[src/rtl/clk_div_monitor.sv]
// clk_div_monitor
//
// Receive-side companion to the ripple clock divider. It runs on the
// undivided clock and treats the divided clock as asynchronous data. It
// synchronizes that input and produces one-cycle rise and fall strobes in
// the fast domain. It also measures the rise-to-rise period, checks the
// 50% duty cycle against the configured divide ratio, and reports lock and
// fault status.
//
// Ports:
//   clk_hf        in   undivided clock, the only clock in this block
//   rst_n         in   asynchronous active-low reset
//   clk_div_in    in   divided clock, sampled as asynchronous data
//   enable        in   level-sensitive monitor enable
//   rise_stb      out  one-cycle pulse per synchronized rising edge
//   fall_stb      out  one-cycle pulse per synchronized falling edge
//   period        out  last measured rise-to-rise period in clk_hf cycles
//   period_valid  out  period holds a real measurement
//   locked        out  divided clock verified at the expected period/duty
//   err_stb       out  one-cycle pulse per cycle with any detected fault
//   err_count     out  saturating fault counter, cleared only by reset

module clk_div_monitor #(
    parameter int DIV_LOG2    = 3,
    parameter int SYNC_STAGES = 2,
    parameter int LOCK_COUNT  = 4,
    parameter int CNT_W       = 8
) (
    input  logic             clk_hf,
    input  logic             rst_n,
    input  logic             clk_div_in,
    input  logic             enable,
    output logic             rise_stb,
    output logic             fall_stb,
    output logic [CNT_W-1:0] period,
    output logic             period_valid,
    output logic             locked,
    output logic             err_stb,
    output logic [7:0]       err_count
);

    localparam int GOOD_W = $clog2(LOCK_COUNT + 1);

    localparam logic [CNT_W-1:0]  EXP      = CNT_W'(1 << DIV_LOG2);
    localparam logic [CNT_W-1:0]  HALF_EXP = CNT_W'(1 << (DIV_LOG2 - 1));
    localparam logic [CNT_W-1:0]  TIMEOUT  = CNT_W'(2 << DIV_LOG2);
    localparam logic [CNT_W-1:0]  CNT_MAX  = {CNT_W{1'b1}};
    localparam logic [GOOD_W-1:0] LOCK_TGT = GOOD_W'(LOCK_COUNT);

    typedef enum logic [1:0] {
        IDLE,
        ACQUIRE,
        TRACK
    } state_t;

    logic [SYNC_STAGES-1:0] sync_q;
    logic                   hist_q;
    logic                   sync_out;

    state_t            state, state_nx;
    logic [CNT_W-1:0]  cnt, cnt_nx;
    logic [CNT_W-1:0]  period_nx;
    logic              period_valid_nx;
    logic [GOOD_W-1:0] good_cnt, good_nx;
    logic              locked_nx;
    logic              fault;

    assign sync_out = sync_q[SYNC_STAGES-1];

    // The synchronizer chain is followed by a history flop. The strobes are
    // registered, so each one appears SYNC_STAGES+1 edges after the input
    // changes. Strobes are produced in every state, including IDLE.
    always_ff @(posedge clk_hf or negedge rst_n) begin
        if (!rst_n) begin
            sync_q   <= '0;
            hist_q   <= 1'b0;
            rise_stb <= 1'b0;
            fall_stb <= 1'b0;
        end else begin
            sync_q   <= {sync_q[SYNC_STAGES-2:0], clk_div_in};
            hist_q   <= sync_out;
            rise_stb <= sync_out & ~hist_q;
            fall_stb <= ~sync_out & hist_q;
        end
    end

    // Next-state and measurement logic. All faults detected in one cycle are
    // merged into a single fault flag, so they give one err_stb.
    // Deasserting enable overrides every other event.
    always_comb begin
        state_nx        = state;
        cnt_nx          = cnt;
        period_nx       = period;
        period_valid_nx = period_valid;
        good_nx         = good_cnt;
        locked_nx       = locked;
        fault           = 1'b0;

        if (!enable) begin
            state_nx        = IDLE;
            cnt_nx          = '0;
            period_valid_nx = 1'b0;
            good_nx         = '0;
            locked_nx       = 1'b0;
        end else begin
            case (state)
                IDLE: begin
                    state_nx = ACQUIRE;
                    cnt_nx   = '0;
                end

                ACQUIRE: begin
                    cnt_nx = '0;
                    if (rise_stb) begin
                        cnt_nx   = CNT_W'(1);
                        state_nx = TRACK;
                    end
                end

                TRACK: begin
                    cnt_nx = (cnt == CNT_MAX) ? cnt : cnt + CNT_W'(1);

                    // A rise takes priority over the timeout. A late rise
                    // is then scored as a period mismatch.
                    if (rise_stb) begin
                        cnt_nx          = CNT_W'(1);
                        period_nx       = cnt;
                        period_valid_nx = 1'b1;
                        if (cnt == EXP) begin
                            if (good_cnt != LOCK_TGT) begin
                                good_nx = good_cnt + GOOD_W'(1);
                            end
                            if (good_cnt >= LOCK_TGT - GOOD_W'(1)) begin
                                locked_nx = 1'b1;
                            end
                        end else begin
                            fault = 1'b1;
                        end
                    end else if (cnt == TIMEOUT) begin
                        fault    = 1'b1;
                        state_nx = ACQUIRE;
                        cnt_nx   = '0;
                    end

                    if (fall_stb && (cnt != HALF_EXP)) begin
                        fault = 1'b1;
                    end

                    if (fault) begin
                        good_nx   = '0;
                        locked_nx = 1'b0;
                    end
                end

                default: begin
                    state_nx = IDLE;
                    cnt_nx   = '0;
                end
            endcase
        end
    end

    // State, measurement and status registers. The error counter saturates
    // at 255, and only reset clears it.
    always_ff @(posedge clk_hf or negedge rst_n) begin
        if (!rst_n) begin
            state        <= IDLE;
            cnt          <= '0;
            period       <= '0;
            period_valid <= 1'b0;
            good_cnt     <= '0;
            locked       <= 1'b0;
            err_stb      <= 1'b0;
            err_count    <= '0;
        end else begin
            state        <= state_nx;
            cnt          <= cnt_nx;
            period       <= period_nx;
            period_valid <= period_valid_nx;
            good_cnt     <= good_nx;
            locked       <= locked_nx;
            err_stb      <= fault;
            if (fault && (err_count != 8'hFF)) begin
                err_count <= err_count + 8'd1;
            end
        end
    end

endmodule

[config.mk]
export PLATFORM = sky130hd
export DESIGN_NAME = clk_div_monitor
export DESIGN_NICKNAME = d
export VERILOG_FILES = /design/src/rtl/clk_div_monitor.sv
export SDC_FILE = /design/constraint.sdc
export NUM_CORES = 1
export LEC_CHECK = 0
export BUFFER_PORTS_ARGS = -buffer_cell sky130_fd_sc_hd__buf_2
export CORE_MARGIN = 2
export CORE_UTILIZATION = 57
export CTS_BUF_LIST = sky130_fd_sc_hd__clkbuf_8
export CTS_CLUSTER_DIAMETER = 40
export CTS_CLUSTER_SIZE = 8
export DETAILED_ROUTE_END_ITERATION = 10
export GPL_TIMING_DRIVEN = 0
export PLACE_DENSITY_LB_ADDON = 0.3
export SYNTH_ARGS = -nofsm -noshare
export SYNTH_HDL_FRONTEND = slang
export SYNTH_SLANG_ARGS = --single-unit
[constraint.sdc]
create_clock -name clk_hf -period 2.6 [get_ports clk_hf]
set_input_delay 0.78 -clock clk_hf [delete_from_list [all_inputs] [get_ports clk_hf]]
set_output_delay 0.78 -clock clk_hf [all_outputs]
set_load 0.02 [all_outputs]
==> key figures <==
Yosys
  • Number of synthesized flops with an enable pin: 0
  • Post-synth top area cell: dfrtp_1
  • Synth area leaders: dfrtp_1 49%, ha_1 5.3%, xnor2_1 3.7%, o21ai_0 3.5%, nor2_1 3.2%
  • Post-synth top flop: dfrtp_1
  • Synthesized cell area: approximately 1900 um^2
  • Seq/Total Area, Yosys: 0.493
  • Gate count of the mapped netlist: around 180
  • Syn. warnings: 0
  • Top cells by count, synth: 37 x dfrtp_1, 16 x nor2_1, 14 x nand2_1
  • Most common cell in the synthesized netlist: dfrtp_1
  • Async set or reset register ratio after synthesis: 1.00
  • Post-synth cell types: 43
  • Register bit total from synthesis: 37
  • Area share of the largest cell type after synthesis: 0.493
  • Syn Nets: ~190
  • Syn Area/Cell: between 10 and 15 um^2

GRT
  • First-pass GRT wire length: ~6.5 mm
  • Pin count of the biggest net entering global routing: 38
  • Initial antenna violation count: 0
  • Vias in the first global route: ~1.4k
  • Global-route usage over all layers: 0.240
  • Total grt overflow: 0

Timing
  • Slew at the pin closest to its max-slew limit: a little over 0.8 ns
  • Final-report max-slew violation count: 0
  • Hold_ws: between 0.3 and 0.4 ns
  • Worst Skew: 0.00874 ns
  • RSZ-0062 raised after global routing: false
  • Setup ws final: 0.384 ns
  • Fin. Hold Viols: 0
  • Max Fclk: around 0.45 GHz
  • Final period util: 0.852
  • Setup TNS: 0 ns
  • Worst slew margin: 0.461
  • Min Tclk post-route: about 2.2 ns
  • Setup violators final: 0

CTS
  • Clk root buf: clkbuf_8
  • H-tree Lvls: 2
  • Setup bufs post-CTS: 0
  • Post-cts resize count: 0
  • Clk sinks: 37
  • Clock-pin slew on the worst setup and hold paths: roughly 0.07 ns
  • Clk buf depth: 2
  • Clock Latency Late Sink: between 0.2 and 0.3 ns
  • Hold Buf Count CTS: 0
  • CTS tree: built
  • Number of buffers created by CTS: 5

Cells and area
  • Finished Cell Area: approximately 2200 um^2
  • Fraction of final layout cells sized beyond drive strength 1: 0.235
  • Diodes inserted: 0
  • Cell Count, Final, Fillers Out: about 260
  • Final #Nets: about 220
  • Area delta synth->final: 16.5%
  • Final core utilization: 0.704

Floorplan
  • Total die area: around 3800 um^2
  • Num rows: 20
  • Initial Utilization: 0.605
  • Core Area: 3100 um^2
  • I/O pins: 25
  • Die W: 61.4 um
  • Die height: 61.4 um

Routing
  • Routed len/inst: ~15 um
  • Drt first pass iters: 4
  • DR vias/cell: 5.72
  • Post-DRT Antenna Nets: 0
  • Iteration-0 DRC count of the detailed router: between 90 and 100
  • # DRC: 0
  • DR vias: 1470
  • Routed wire length: around 3.8 mm

Pwr
  • Sequential power share: 0.457
  • Power Total: approximately 1.4 mW
  • Clk pwr share: 0.428
  • Int Pwr: roughly 1.0 mW
  • LEAKAGE: 1.07 nW
  • Max VDD drop: between 400 and 500 uV
  • Combinational Power Share: 0.115
  • PwrDens: between 600 and 700 nW/um^2
  • Switch share: 0.239
  • P_sw: 0.329 mW

Flow run
  • Max_cap viols: 0

Worst setup path
  • Arrival @ worst endpoint: 2.38 ns
  • Startpoint types: register
  • Crit path kind: reg -> reg
  • Reg2reg start: cnt[0]$_DFFE_PN0P_
  • Worst path top cell family by delay: compound AO/OA/AOI/OAI gates
  • Slowest cell delay on critical path: 0.51 ns
  • Crit. Startpoint: cnt[0]$_DFFE_PN0P_
  • R2R Setup Slk: roughly 0.38 ns
  • Crit-path slowest cell: a211oi_2
  • Setup crit end kind: register
  • Critical Path RT: about 2.8 ns
  • CP cell instances: inv_1 > ha_1 > nor4b_2 > nand3_1 > a211oi_2 > mux2_1
  • CP bufs+invs: 1
  • Max FO, Critical Path: 7

Place
  • Hpwl dp: 2.71 mm
  • Port bufs: 24
  • Placed cell areas: between 2000 and 2500 um^2
  • Gpl congestion: between 0.8 and 0.9
  • Dpl ws: approximately 0.28 ns
  • Placed cell count: 249

Status
  • Status: finished clean

Hold path
  • Hold Crit Class: reg -> reg
  • Worst hold start: sync_q[0]$_DFF_PN0_
[flip-flops by register name, summed over array words and instances (netlist names)]
name and flops:
rise_stb 1, period 8, cnt 8, period_valid 1, good_cnt 3, hist_q 1
state 2, locked 1, sync_q 2, err_stb 1, fall_stb 1, err_count 8
[power by group through the flow]
stage          registers, mW  logic (mW)  clock network (mW)
3_5_place_dp           0.639       0.154                   0
6_report               0.628       0.158               0.588
4_1_cts                0.628       0.159               0.596
2_1_floorplan          0.651      0.0915                   0
3_3_place_gp           0.636       0.150                   0
5_1_grt                0.631       0.177               0.623
[placed cells by master, fill, tap and decap left out, drive strengths merged, types with 7 or more instances in the layout]
master,count
nand2,14
nor2,16
o21ai,14
inv,12
mux2,7
ha,8
clkbuf,9
buf,26
dfrtp,37
xnor2,8
and3,8
[worst paths after layout]
path                       cells past startpoint                  endpoint
min reg2reg                                    0       sync_q[1]$_DFF_PN0_
min in group asynchronous                      1     period[1]$_DFFE_PN0P_
min                                            0       sync_q[1]$_DFF_PN0_
max                                            6  err_count[1]$_DFFE_PN0P_
max in group asynchronous                      1        fall_stb$_DFF_PN0_
max reg2reg                                    6  err_count[1]$_DFFE_PN0P_
[layer usage]
layer  track usage  part of all wire  up-vias
met2         0.404              0.52       37
met4        0.0851             0.018        0
met5             0                 0        -
li1              -                 -      699
met1         0.300              0.42      727
met3        0.0630             0.038        7
[worst register-to-register path, stage by stage (launching register included)]
cell	delay [ns]
dfrtp_1	0.44
inv_1	0.13
ha_1	0.18
nor4b_2	0.26
nand3_1	0.22
a211oi_2	0.51
mux2_1	0.37
[cells by family (layout without fill, tap and decap cells)]
| group | Yosys count | count (layout) | synth area share |
|---|---|---|---|
| AND/OR/NAND/NOR | 64 | 64 | 0.187 |
| AO/OA/AOI/OAI | 38 | 38 | 0.143 |
| flip-flops | 37 | 37 | 0.493 |
| buffers and inverters | 18 | 50 | 0.0373 |
| XOR/XNOR | 9 | 9 | 0.0420 |
| adder cells (fa/ha/maj) | 8 | 8 | 0.0533 |
| multiplexers | 7 | 7 | 0.0440 |
[cell type report]
class	count	area [um^2]
Tap cell	44	55.1
Fill cell	252	917
Inverter	12	45.0
Sequential cell	37	926
Clock inverter	3	65.1
Multi-Input combinational cell	126	881
Clock buffer	5	68.8
Buffer	6	25.0
Timing Repair Buffer	24	120
(Power assumes the default switching activity.)
